$ cat src/rtl/fifo_cr.sv
// ============================================================================
// fifo_cr : single-clock show-ahead FIFO with credit return, fill-level flags
//           and sticky overflow/underflow error flags.
// Rev 1.0
// ============================================================================
`default_nettype none

module fifo_cr #(
   parameter int WIDTH      = 8,
   parameter int DEPTH_LOG2 = 3,
   parameter int AFULL_LVL  = 6,
   parameter int AEMPTY_LVL = 1
) (
   input  logic                  clk,
   input  logic                  reset_p,
   input  logic [WIDTH-1:0]      data_i,
   input  logic                  data_we,
   output logic [WIDTH-1:0]      data_o,
   input  logic                  data_rd,
   output logic                  full,
   output logic                  empty,
   output logic                  afull,
   output logic                  aempty,
   output logic [DEPTH_LOG2:0]   level,
   output logic                  credit_o,
   output logic                  ovf,
   output logic                  udf,
   input  logic                  err_clr
);

   localparam int DEPTH = 1 << DEPTH_LOG2;
   localparam int AW    = DEPTH_LOG2 + 1;

   localparam logic [AW-1:0] AFULL_C  = AW'(AFULL_LVL);
   localparam logic [AW-1:0] AEMPTY_C = AW'(AEMPTY_LVL);
   localparam logic [AW-1:0] ONE_C    = AW'(1);

   generate
      if ((AFULL_LVL < 1) || (AFULL_LVL > DEPTH) ||
          (AEMPTY_LVL < 0) || (AEMPTY_LVL >= DEPTH)) begin : g_bad_params
         $error("fifo_cr: AFULL_LVL must be 1..DEPTH and AEMPTY_LVL 0..DEPTH-1");
      end
   endgenerate

   logic [WIDTH-1:0] mem_q [DEPTH];

   logic [AW-1:0] wr_ptr_q, wr_ptr_d;
   logic [AW-1:0] rd_ptr_q, rd_ptr_d;
   logic [AW-1:0] level_q,  level_d;
   logic          credit_q, credit_d;
   logic          ovf_q,    ovf_d;
   logic          udf_q,    udf_d;

   logic          full_w;
   logic          empty_w;
   logic          wr_acc_w;
   logic          rd_acc_w;

   // Flags depend only on registered state, never on the request inputs.
   assign empty_w  = (wr_ptr_q == rd_ptr_q);
   assign full_w   = (wr_ptr_q[AW-1] != rd_ptr_q[AW-1]) &&
                     (wr_ptr_q[AW-2:0] == rd_ptr_q[AW-2:0]);

   assign wr_acc_w = data_we & ~full_w;
   assign rd_acc_w = data_rd & ~empty_w;

   always_comb begin
      wr_ptr_d = wr_ptr_q;
      rd_ptr_d = rd_ptr_q;
      level_d  = level_q;
      if (wr_acc_w) begin
         wr_ptr_d = wr_ptr_q + ONE_C;
      end
      if (rd_acc_w) begin
         rd_ptr_d = rd_ptr_q + ONE_C;
      end
      case ({wr_acc_w, rd_acc_w})
         2'b10:   level_d = level_q + ONE_C;
         2'b01:   level_d = level_q - ONE_C;
         default: level_d = level_q;
      endcase
      credit_d = rd_acc_w;
      // A new error event wins over a simultaneous clear.
      ovf_d    = (ovf_q & ~err_clr) | (data_we & full_w);
      udf_d    = (udf_q & ~err_clr) | (data_rd & empty_w);
   end

   always_ff @(posedge clk or posedge reset_p) begin
      if (reset_p) begin
         wr_ptr_q <= '0;
         rd_ptr_q <= '0;
         level_q  <= '0;
         credit_q <= 1'b0;
         ovf_q    <= 1'b0;
         udf_q    <= 1'b0;
      end else begin
         wr_ptr_q <= wr_ptr_d;
         rd_ptr_q <= rd_ptr_d;
         level_q  <= level_d;
         credit_q <= credit_d;
         ovf_q    <= ovf_d;
         udf_q    <= udf_d;
      end
   end

   always_ff @(posedge clk) begin
      if (wr_acc_w) begin
         mem_q[wr_ptr_q[AW-2:0]] <= data_i;
      end
   end

   assign data_o   = mem_q[rd_ptr_q[AW-2:0]];
   assign full     = full_w;
   assign empty    = empty_w;
   assign afull    = (level_q >= AFULL_C);
   assign aempty   = (level_q <= AEMPTY_C);
   assign level    = level_q;
   assign credit_o = credit_q;
   assign ovf      = ovf_q;
   assign udf      = udf_q;

endmodule

`default_nettype wire

$ cat config.mk
export PLATFORM = sky130hd
export DESIGN_NAME = fifo_cr
export DESIGN_NICKNAME = d
export VERILOG_FILES = /design/src/rtl/fifo_cr.sv
export SDC_FILE = /design/constraint.sdc
export NUM_CORES = 1
export LEC_CHECK = 0
export ABC_AREA = 1
export CAP_MARGIN = 20
export CORE_MARGIN = 1.5
export CORE_UTILIZATION = 57
export CTS_CLUSTER_DIAMETER = 150
export DETAILED_ROUTE_END_ITERATION = 10
export PLACE_DENSITY = 0.8
export SYNTH_ARGS = -nofsm -noshare
export SYNTH_HDL_FRONTEND = slang
export SYNTH_SLANG_ARGS = --single-unit
$ cat constraint.sdc
create_clock -name clk -period 2.2 [get_ports clk]
set_clock_uncertainty 0.1 [all_clocks]
set_input_delay 0.22 -clock clk [delete_from_list [all_inputs] [get_ports clk]]
set_output_delay 0.22 -clock clk [all_outputs]
set_load 0.01 [all_outputs]
; Word level (Yosys, flattened, before mapping)
; Memory sizes are Yosys's and may differ from the RTL's.
; Cells that the tools add are included.
[op_classes]
addsub = 4
n_eq_ne = 5
bitwise_logic = 11
reduce_logical = 2
muxes = 3
order_cmp = 2
[op_table]
columns = op, n
row1 = $add 4x1->4 const B, 3
row2 = $pmux 4 s2, 1
row3 = $and 1x1->1, 6
row4 = $eq 4x4->1, 1
row5 = $ge 4x3->1 const B, 1
row6 = $le 4x1->1 const B, 1
row7 = $sub 4x1->4 const B, 1
row8 = $eq 3x3->1, 1
row9 = $not 1->1, 3
row10 = $eq 2x1->1 const B, 1
row11 = $eq 2x2->1 const B, 1
row12 = $mux 1, 2
row13 = $or 1x1->1, 2
row14 = $reduce_bool 2->1, 1
row15 = $logic_and 1x1->1, 1
row16 = $ne 1x1->1, 1
[totals]
elab_cells = 34
ram_bits = 64
regBits = 15
n_memories = 1
in_bits = 13
[memory_table]
columns = name, depth, word_bits, read_ports, rd_clocked_by_memory_dff, wr, line_no
row1 = mem_q, 8, 8, 1, 0, 1, 45  ; logic [WIDTH-1:0] mem_q [DEPTH];

; Longest topological paths before layout
; Gate-level depths: netlist of the first run.
[logic_depth]
depth_word = 6
depth_mapped = 16
depth_no_buf = 15

; Worst setup path before layout of the first run
; No wires, ideal clock.
[synth_timing]
path_type = reg2reg
start = register rd_ptr_q[0]
end = register level_q[2], in the netlist level[2]
path_stages_with_launch = 13
required_time_ps = 1982
setup_ps = 118
path_slack_ps = 237
synth_period_minus_slack_ps = 1963
arrival_time_ps = 1745
path_cell_list = dfrtp_1 > buf_6 > clkinv_2 > nand2_1 > a21oi_1 > nand2_2 > nand2_4 > inv_1 > ha_1 > nor2_1 > o21ai_0 > xor2_1 > inv_1
[synth_between]
word_cells_on_any_way = 11
[synth_lines]
columns = element, line_no
row1 = from (decl), 48  ; logic [AW-1:0] rd_ptr_q, rd_ptr_d;
row2 = from (signal assigned), 98  ; rd_ptr_q <= rd_ptr_d;
row3 = $eq 4x4->1 (*), 60  ; assign empty_w = (wr_ptr_q == rd_ptr_q);
row4 = $not 1->1 (*), 65  ; assign rd_acc_w = data_rd & ~empty_w;
row5 = $and 1x1->1 (*), 65
row6 = net credit_d, 50  ; logic credit_q, credit_d;
row7 = $eq 2x1->1 / $eq 2x2->1 (equally long branches), 77  ; case ({wr_acc_w, rd_acc_w})
row8 = $pmux 4 s2 / $reduce_bool 2->1 (equally long branches), -
row9 = to (signal assigned), 99  ; level_q <= level_d;
row10 = to (decl), 49  ; logic [AW-1:0] level_q, level_d;
; The timed path passes the listed nets; every way through them passes the cells marked *.
; A chain may end at the register's enable or synchronous reset.

; Worst setup path in the final report of the first run
[layout_timing]
start = register rd_ptr_q[0]
end = output port data_o[5]
[layout_between]
elab_chain_cells = 1
[layout_lines]
columns = element, line_no
row1 = $mem_v2 8x8, -
row2 = to (decl), 18  ; output logic [WIDTH-1:0] data_o,
; Every way passes these cells.

==> metrics.md, run 1 <==
| Metric | Value |
|---|---|
| Multi-input gate area | `1005 um^2` |
| Synthesized flop and latch total | `around 80` |
| Die width | `just over 80 um` |
| FMAX | `about 450 MHz` |
| Area grow syn2layout | `23.47%` |
| Top cells by area, synth | `edfxtp_1 (56%), dfrtp_1 (11%), nand2_1 (6.3%)` |
| Clock power share | `19.5%` |
| Peak supply drop | `1.068 mV` |
| First-pass GRT wire length | `11.45 mm` |
| CTS tree | `built` |
| Final #Nets | `about 390` |
| Area post-placement | `~4000 um^2` |
| GRT met2 Usage | `between 30 and 40%` |
| Setup-failing EPs final | `1` |
| DRT Wirelength | `roughly 7.2 mm` |
| Status | `finished with violations` |
| Die area | `between 6000 and 7000 um^2` |
| Sequential share of the synthesized area | `around 66%` |
| N_diodes | `0` |
| Layout cells sized above 1 | `~18%` |
| Final WS setup | `-0.04251 ns` |
| Vias in the first global route | `between 2,000 and 2,500` |
| Worst hold slack | `between 0.1 and 0.15 ns` |
| RePlAce Congestion | `approximately 0.8` |
| Combinational power share | `44.5%` |
| Initial Util | `~59%` |
| Failing checks | `setup timing` |
| PortBufs | `31` |
| Synthesized cell area | `3460 um^2` |
| # IOs | `32` |
| Clock root buffer master | `clkbuf_8` |
| Vias per cell | `between 5 and 6` |
| Met1 Track Usage GR | `between 30% and 40%` |
| Hold Crit Class | `input pin to async pin` |
| Leak pwr | `1.744 nW` |
| Syn Area/Cell | `11.16 um^2` |
| Sw Share | `around 37%` |
| Final Hold Fails | `0` |
| Synth warnings | `0` |
| Crit-path max FO | `24` |
| Fillers | `around 410` |
| H-Tree Depth | `3` |
| Yosys top cell area share | `a little under three fifths` |
| Dominant cell type by area after synthesis | `edfxtp_1` |
| Row count | `28` |
| Via count | `around 2,400` |
| Worst Setup Start Kind | `flip-flop` |
| Sequential share of power | `36.0%` |
| CTS Buf Count | `9` |
| RSZ-0062 raised after global routing | `yes` |
| Vert. Die Dim | `80.91 um` |
| Power per cell area | `around 1400 nW/um^2` |
| Internal power | `3.720 mW` |
| Worst-Skew Late Latency | `between 0.3 and 0.4 ns` |
| Final slew viol count | `0` |
| Overall global routing resource usage | `around a quarter` |
| Pre-antenna DRT Iters | `4` |
| CTS Hold Bufs | `0` |
| Core area | `approximately 5900 um^2` |
| DRC | `0` |
| # clock sinks | `between 70 and 80` |
| Most common cell after layout, fill and taps aside | `edfxtp_1` |
| Cells after Synth | `slightly above 300` |
| Total grt overflow | `0` |
| Period utilisation layout | `101.9%` |
| Final instance area | `roughly 4300 um^2` |
| Met3 Track Usage GR | `4.045%` |
| Critical Path AT | `1.92 ns` |
| Detailed Place HPWL | `4.708 mm` |
| Endpoint type of the worst setup path | `output pin` |
| Headroom to the max-slew limit | `~60%` |
| Antenna Violating Nets Remaining | `0` |
| Syn_nets | `330` |
| Yosys cell types | `28` |
| Worst Tran Pin Value | `~0.60 ns` |
| Maximum buffer depth of the clock tree | `2` |
| Fin crit period | `2.243 ns` |
| Psw | `2.167 mW` |
| Wirelength per Cell | `between 15 and 20 um` |
| CP Class | `flip-flop to output pin` |
| Max_cap viols | `0` |
| Placed insts | `431` |
| Initial antenna violation count | `0` |
| Req. time, crit path | `around 1.9 ns` |
| CTS clock-pin slew for the worst setup and hold paths | `about 0.08 ns` |
| 1st-iter DRT viols | `186` |
| Register area | `about 2300 um^2` |
| GRT busiest layer | `met2` |
| Finished Layout Cells | `~450` |
| Largest net degree at the start of global routing | `25` |
| Most frequent cells in the layout | `edfxtp_1 (64), nand2_1 (57), nor2_1 (45)` |
[through the flow]
stage               TNS (ns)  setup WS, ns  utilization (%)  power (mW)
finish              -0.04251      -0.04251            72.58       5.887
detailed placement         0       0.06959            67.88       4.690
global placement           0        0.1800            67.88       4.614
floorplan                  0        0.2370                -       3.648
global route         -0.1642       -0.1540            72.58       6.289
CTS                  -0.1419      -0.08699            72.24       5.870
[layer usage]
layer  part of all wire (%)  vias to the layer above
met5                      0                        -
met4                    2.0                        0
met3                    5.9                       13
met2                     49                       76
met1                     43                     1173
li1                       -                     1183
[sequential cells by signal, indices dropped and copies added, names as in the netlist]
signal and flops:
udf 1, level 4, credit_o 1, wr_ptr_q 4
mem_q 64, ovf 1, rd_ptr_q 4
[worst paths after layout]
path,startpoint,to,slack (ns),cells after the start
hold reg to reg,wr_ptr_q[3],wr_ptr_q[3],0.41,2
hold / removal,reset_p,ovf,0.14,2
setup reg to reg,rd_ptr_q[1],level[2],0.14,12
min in group clk,err_clr,ovf,0.38,2
setup / recovery,rd_ptr_q[0],data_o[5],-0.04,7
max in group asynchronous,reset_p,rd_ptr_q[1],1.43,2
[power by group through the flow]
stage	clock (mW)	combinational [mW]	sequential (mW)
floorplan	0	1.54	2.11
global placement	0	2.48	2.14
detailed placement	0	2.54	2.15
CTS	1.16	2.60	2.11
global route	1.22	2.92	2.15
finish	1.15	2.62	2.12
[cell families after synthesis]
family | synth area share (%)
xor+xnor | 2.025
simple gates | 15.41
fa+ha+maj | 2.532
buf+inv | 4.810
flops | 66.40
compound gates | 8.825
[cell usage after synthesis (all sizes together)]
cell and instances:
o22ai 18, ha 7, a21oi 1, xnor2 2
nor3 1, xor2 6, o21a 1, nand3b 1
inv 22, dfrtp 15, o21ai 36, nor2 46
nand2 63, clkinv 1, buf 10, nand4 1
clkbuf 3, nand3 12, edfxtp 64
[final cells by class]
class	count	area share [%]
inverters	23	2.050
clock buffers	11	3.076
well taps	75	2.197
clock inverters	5	1.904
multi-input cells	195	23.52
repair buffers	63	13.36
flip-flops and latches	79	53.90
[worst max-delay path: stages (launching register included)]
cell	delay, ns
dfrtp_2	0.44
clkinv_2	0.09
buf_12	0.16
nor2_1	0.05
o22ai_1	0.18
nand2_1	0.07
nand2_1	0.06
clkdlybuf4s50_1	0.52
[timing repair]
item                       4_1_cts  5_1_grt
gates cloned                     0        0
setup buffers                    4        0
gates resized for setup         14       11
pin swaps                        0        0
setup endpoints to repair       10        9
Note: power is estimated with default switching activity, not from simulation.
==> inputs of run 2 (changes only) <==
- REMOVE_ABC_BUFFERS: not set -> 1
==> run 2 against run 1 <==
The run now ends clean; count of clock-buffer cells in the layout grew 1; core utilization grew 0.36 points; sequential power barely moved; setup slack improved by 0.12 ns; global-route usage rose by 0.85 points; critical path depth is the same; wire length rose by 8.4%; hold slack worse by 0.0017 ns; total power is 0.56% lower; critical path type unchanged.
==> metrics.md, run 2 (same netlist as run 1, synthesis figures left out) <==
| Metric | Value |
|---|---|
| Layout cells sized above 1 | `19.11% (+1.3 points)` |
| CP most frequent cell | `nand2_1` |
| Overall global routing resource usage | `25.32% (+0.85 points)` |
| # IOs | `32 (unchanged)` |
| Peak supply drop | `0.8557 mV (-20%)` |
| CTS tree | `built` |
| Period utilisation layout | `96.39% (-5.5 points)` |
| Crit-path max FO | `15 (-38%)` |
| Core area | `5886 um^2 (unchanged)` |
| Most common cell after layout, fill and taps aside | `edfxtp_1` |
| H-Tree Depth | `3 (unchanged)` |
| CP delay by family, top | `buffers and inverters` |
| Row count | `28 (unchanged)` |
| 1st-iter DRT viols | `211 (+13%)` |
| Endpoint type of the worst setup path | `output pin` |
| Initial antenna violation count | `0 (unchanged)` |
| Final slew viol count | `0 (unchanged)` |
| Slowest CP cell | `dfrtp_2` |
| # clock sinks | `79 (unchanged)` |
| Wirelength per Cell | `17.00 um (+7.0%)` |
| Leak pwr | `1.744 nW (about the same)` |
| Vert. Die Dim | `80.91 um (unchanged)` |
| CTS clock-pin slew for the worst setup and hold paths | `0.08 ns (about the same)` |
| Power per cell area | `1364 nW/um^2 (-1.1%)` |
| GRT busiest layer | `met2` |
| Status | `complete, no violations` |
| CTS Hold Bufs | `0 (unchanged)` |
| DRC | `0 (unchanged)` |
| RSZ-0062 raised after global routing | `no` |
| Detailed Place HPWL | `5.219 mm (+11%)` |
| Met3 Track Usage GR | `6.854% (+2.8 points)` |
| Maximum buffer depth of the clock tree | `2 (unchanged)` |
| Max_cap viols | `0 (unchanged)` |
| Final #Nets | `397 (+1.5%)` |
| Worst Tran Pin Value | `0.6037 ns (+0.0004752 ns)` |
| DRT Wirelength | `7.771 mm (+8.4%)` |
| Die width | `80.91 um (unchanged)` |
| Critical Path Max Stage Delay | `0.44 ns (-0.08 ns)` |
| Final Hold Fails | `0 (unchanged)` |
| Via count | `2,543 (+4.0%)` |
| Worst path cell trace | `buf_4 -> buf_6 -> o21ai_0 -> o22ai_1 -> nand2_1 -> nand2_1 -> dlygate4sd2_1` |
| Total grt overflow | `0 (unchanged)` |
| Antenna Violating Nets Remaining | `0 (unchanged)` |
| FMAX | `471.6 MHz (+5.7%)` |
| Met1 Track Usage GR | `31.45% (-1.7 points)` |
| Total Neg Setup Slack | `0 ns (+0.04251 ns)` |
| Req. time, crit path | `1.88 ns (about the same)` |
| Die area | `6546 um^2 (unchanged)` |
| N_diodes | `0 (unchanged)` |
| WP buf/inv | `3 (unchanged)` |
| Initial Util | `58.78% (unchanged)` |
| Critical Path AT | `1.80 ns (-0.12 ns)` |
| Setup-failing EPs final | `0 (-1)` |
| Worst Setup Start Kind | `flip-flop` |
| Largest net degree at the start of global routing | `21 (-16%)` |
| Worst-Skew Late Latency | `0.35 ns (about the same)` |
| RePlAce Congestion | `0.8419 (+5.3%)` |
| Final instance area | `4293 um^2 (+0.50%)` |
| Max reg flops | `64 (unchanged)` |
| Clock root buffer master | `clkbuf_8` |
| CP Class | `flip-flop to output pin` |
| Pwr Total | `5.854 mW (-0.56%)` |
| CTS Buf Count | `9 (unchanged)` |
| First-pass GRT wire length | `11.97 mm (+4.5%)` |
| GRT met2 Usage | `41.58% (+2.7 points)` |
| Hold Crit Class | `input pin to async pin` |
| Area post-placement | `4018 um^2 (+0.56%)` |
| Most frequent cells in the layout | `edfxtp_1 (64), nand2_1 (57), nor2_1 (45)` |
| Vias per cell | `5.565 (+2.6%)` |
| PortBufs | `31 (unchanged)` |
| Fin crit period | `2.121 ns (-0.1219 ns)` |
| Headroom to the max-slew limit | `59.71% (about the same)` |
| Area grow syn2layout | `24.09%` |
| Pre-antenna DRT Iters | `5 (+1)` |
| Vias in the first global route | `2,448 (+4.8%)` |
run 2: cell types whose count changed in the layout (fill, tap and decap cells not counted), sizes merged:
cell           delta
dlygate4sd2       +3
clkinvlp          +1
clkdlybuf4s50     -1
bufinv            -1
clkbuf            +1
dlymetal6s2s      -2
inv               -1
buf               +6
run 2: layout make-up:
class                      instances  area, um^2
clock buffer                      12       135.1
clock inverter                     4       47.55
fill                             381        1593
inverter                          23       87.58
multi-input combinational        195        1015
sequential                        79        2303
tap                               75       93.84
timing repair buffer              69       610.6
run 2: routing by layer:
metal	share of wire [%]	routed length, um
met5	0	0
met4	1.8	138
met3	6.4	501
met2	52	4025
met1	40	3106
run 2: worst reg2reg max path, stage by stage, from the launching register on:
cell and delay (ns):
dfrtp_2 0.44, buf_4 0.14, nand2_1 0.11, nand2_2 0.08, nand4_4 0.17, nand2_4 0.10
buf_4 0.16, nor2_1 0.21, buf_4 0.21
run 2: through the flow:
stage                     utilization [%]  std cells  hold slack (ns)  worst slack, ns
after floorplan                         -        297          0.02148          -0.4664
after global placement              68.26        434           0.3813           0.1910
after detailed placement            68.26        434           0.3931          0.08894
after CTS                           72.30        454           0.1390          0.01297
after global routing                72.94        457           0.1833         0.009204
final                               72.94        457           0.1382          0.07941
run 2: path summary, 6_finish.rpt:
path	startpoint	to	slack (ns)	cells after the start
worst max register to register	rd_ptr_q[0]	mem_q[0][2]	0.18	8
worst min register to register	udf	udf	0.44	2
max in group asynchronous	reset_p	wr_ptr_q[0]	1.43	2
min in group clk	err_clr	udf	0.39	2
worst min-delay path	reset_p	rd_ptr_q[1]	0.14	2
worst max-delay path	rd_ptr_q[0]	data_o[4]	0.08	7
run 2: power breakdown:
group	total, mW	internal [mW]	switching (mW)
registers	2.13	1.93	0.203
clock network	1.03	0.522	0.507
logic	2.69	1.17	1.52
run 2: repair_timing:
action,4_1_cts,5_1_grt
gates cloned,0,0
endpoints found under the hold margin,0,0
resized for setup,24,7
endpoints found under the setup margin,10,7
setup buffers,4,3
pin swaps,0,1
==> inputs of run 3 (changes only) <==
- CELL_PAD_IN_SITES_DETAIL_PLACEMENT: not set -> 1
- CELL_PAD_IN_SITES_GLOBAL_PLACEMENT: not set -> 1
- CORE_UTILIZATION: 57 -> 45
- PLACE_DENSITY: 0.8 -> 0.79
- SKIP_LAST_GASP: not set -> 1
==> run 3 against run 2 <==
Critical path type unchanged; largest power group unchanged; total power increased by 7.6%; wire length increased by 20%; largest cell class unchanged; hold slack improved by 0.012 ns; non-clock buffer count increased by 4; critical path depth increased by 1; maximum frequency decreased by 3.5%; sequential share of layout area decreased by 1.8 points; register-to-register slack got worse by 0.08 ns; setup slack got worse by 0.078 ns.
==> metrics.md, run 3 (same netlist as run 1, synthesis figures left out) <==
| Metric | Value |
|---|---|
| Status | `complete, no violations` |
| Initial antenna violation count | `0 (unchanged)` |
| Antenna Violating Nets Remaining | `0 (unchanged)` |
| Leak pwr | `1.818 nW (+4.3%)` |
| CTS Buf Count | `9 (unchanged)` |
| Final Hold Fails | `0 (unchanged)` |
| Worst hold slack | `0.1503 ns (+0.01211 ns)` |
| R2r startpoint | `rd_ptr_q[0]` |
| Worst Setup Start Kind | `flip-flop` |
| Crit-path max FO | `5 (-10)` |
| Wirelength per Cell | `19.17 um (+13%)` |
| Vert. Die Dim | `90.68 um (+12%)` |
| # clock sinks | `79 (unchanged)` |
| Psw | `2.372 mW (+6.3%)` |
| Total Neg Setup Slack | `0 ns (unchanged)` |
| Sequential share of power | `33.7% (-2.7 points)` |
| Final instance area | `4436 um^2 (+3.3%)` |
| CTS Hold Bufs | `0 (unchanged)` |
| 1st-iter DRT viols | `157 (-26%)` |
| Setup-failing EPs final | `0 (unchanged)` |
| CTS tree | `built` |
| Uppermost layer routed | `met4` |
| Reg-to-Reg End | `mem_q[5][4]` |
| Req. time, crit path | `1.88 ns (about the same)` |
| DRC | `0 (unchanged)` |
| Sw Share | `37.67% (-0.45 points)` |
| Crit path from | `rd_ptr_q[0]` |
| Max_cap viols | `0 (unchanged)` |
| Worst Tran Pin Value | `0.6618 ns (+0.05817 ns)` |
| Fin crit period | `2.198 ns (+0.07784 ns)` |
| Endpoint type of the worst setup path | `output pin` |
| Worst R2R Path Depth | `10 (+2)` |
| Most common cell after layout, fill and taps aside | `edfxtp_1` |
| Met3 WL | `266 um (-47%)` |
| DR WL met2 | `4.823 mm (+20%)` |
| Maximum buffer depth of the clock tree | `2 (unchanged)` |
| RePlAce Congestion | `0.8351 (-0.81%)` |
| Clock power share | `19.6% (+2.0 points)` |
| Area post-placement | `4010 um^2 (-0.19%)` |
| Critical Path AT | `1.88 ns (+0.08 ns)` |
| Power per cell area | `1420 nW/um^2 (+4.1%)` |
| Total grt overflow | `0 (unchanged)` |
| Row count | `31 (+11%)` |
| FMAX | `454.9 MHz (-3.5%)` |
| R2r setup slk | `0.10 ns (-0.08 ns)` |
| Period utilisation layout | `99.93% (+3.5 points)` |
| Critical Path Max Stage Delay | `0.44 ns (about the same)` |
| Headroom to the max-slew limit | `55.83% (-3.9 points)` |
| Initial Util | `47.19% (-12 points)` |
| DRT Wirelength | `9.298 mm (+20%)` |
| Slowest CP cell | `dfrtp_2` |
| Final #Nets | `401 (+1.0%)` |
| Peak supply drop | `0.6443 mV (-25%)` |
| Layout cells sized above 1 | `21.50% (+2.4 points)` |
| Max reg flops | `64 (unchanged)` |
| Area grow syn2layout | `28.21%` |
| Core area | `7331 um^2 (+25%)` |
| Overall global routing resource usage | `23.64% (-1.7 points)` |
| Worst path cell trace | `buf_4 -> buf_6 -> buf_4 -> o21ai_0 -> o22ai_1 -> nand2_1 -> nand2_1 -> dlygate4sd2_1` |
| Final WS setup | `0.001576 ns (-0.07784 ns)` |
| N_diodes | `0 (unchanged)` |
| Vias per cell | `5.268 (-5.3%)` |
| Vias in the first global route | `2,686 (+9.7%)` |
| PortBufs | `31 (unchanged)` |
| CP Class | `flip-flop to output pin` |
| H-Tree Depth | `3 (unchanged)` |
| Combinational power share | `46.7% (+0.7 points)` |
| Die area | `8223 um^2 (+26%)` |
| Detailed Place HPWL | `5.841 mm (+12%)` |
| Post-Route M1 WL | `4.086 mm (+32%)` |
| Worst-Skew Late Latency | `0.37 ns (+0.02 ns)` |
| Internal power | `3.926 mW (+8.4%)` |
| Via count | `2,555 (+0.47%)` |
| Die width | `90.68 um (+12%)` |
| Largest net degree at the start of global routing | `25 (+19%)` |
| Worst slack at placement | `0.09809 ns (+0.009150 ns)` |
| Clock root buffer master | `clkbuf_8` |
| CTS clock-pin slew for the worst setup and hold paths | `0.08 ns (about the same)` |
| Most frequent cells in the layout | `edfxtp_1 (64), nand2_1 (57), nor2_1 (44)` |
| First-pass GRT wire length | `14.44 mm (+21%)` |
| # IOs | `32 (unchanged)` |
| RSZ-0062 raised after global routing | `yes` |
| Pre-antenna DRT Iters | `4 (-1)` |
| Hold Crit Class | `input pin to async pin` |
| Final slew viol count | `0 (unchanged)` |
run 3: cell count changes in the layout (fill, tap and decap cells not counted), moves of 2 or more:
cell / previous run / this run
buf_4: 33 / 35
clkbuf_1: 3 / 0
clkbuf_8: 9 / 11
clkdlybuf4s15_1: 0 / 2
dlygate4sd2_1: 10 / 4
dlymetal6s2s_1: 0 / 4
inv_1: 17 / 15
inv_2: 5 / 7
o21ai_1: 7 / 5
run 3: layer usage:
layer	vias up	GRT usage (%)
li1	1208	-
met1	1298	30.20
met2	40	40.35
met3	9	3.872
met4	0	8.730
met5	-	0
run 3: worst max-delay path by stage:
stage                 to  slack (ns)
3_5_place_dp    level[2]         0.1
2_1_floorplan   level[3]       -0.47
4_1_cts        data_o[5]       -0.14
3_3_place_gp    level[2]        0.22
5_1_grt        data_o[3]       -0.09
6_report       data_o[3]       0.002
run 3: power groups by stage:
stage          combinational [mW]  clock (mW)  sequential, mW
6_report                     2.94        1.23            2.12
5_1_grt                      3.25        1.31            2.15
3_3_place_gp                 2.54           0            2.12
2_1_floorplan                1.29           0            2.23
3_5_place_dp                 2.65           0            2.14
4_1_cts                      2.79        1.25            2.12
run 3: final cells by class:
class / instances / area, um^2
Inverter: 23 / 87.58
Sequential cell: 79 / 2302
Multi-Input combinational cell: 195 / 1021
Fill cell: 776 / 2895
Tap cell: 99 / 123.9
Timing Repair Buffer: 73 / 669.4
Clock buffer: 11 / 151.4
Clock inverter: 5 / 80.08
run 3: repair_timing:
item | in CTS | in global routing
cloned | 1 | 0
setup endpoints to repair | 10 | 10
resized for setup | 18 | 22
pin swaps | 0 | 1
setup buffers | 7 | 8
run 3: worst max-delay path: cells and delay by family, from the launching register on:
family	cells	cell delay (ns)
flip-flops	1	0.44
AO/OA/AOI/OAI	2	0.27
buffers and inverters	4	0.69
AND/OR/NAND/NOR	2	0.13
run 3: metrics by stage:
step,utilization (%),instances,power [mW]
after detailed placement,54.70,453,4.786
after CTS,59.07,477,6.161
final,60.51,485,6.299
after global placement,54.70,453,4.659
after global routing,60.51,485,6.702
after floorplan,-,297,3.521
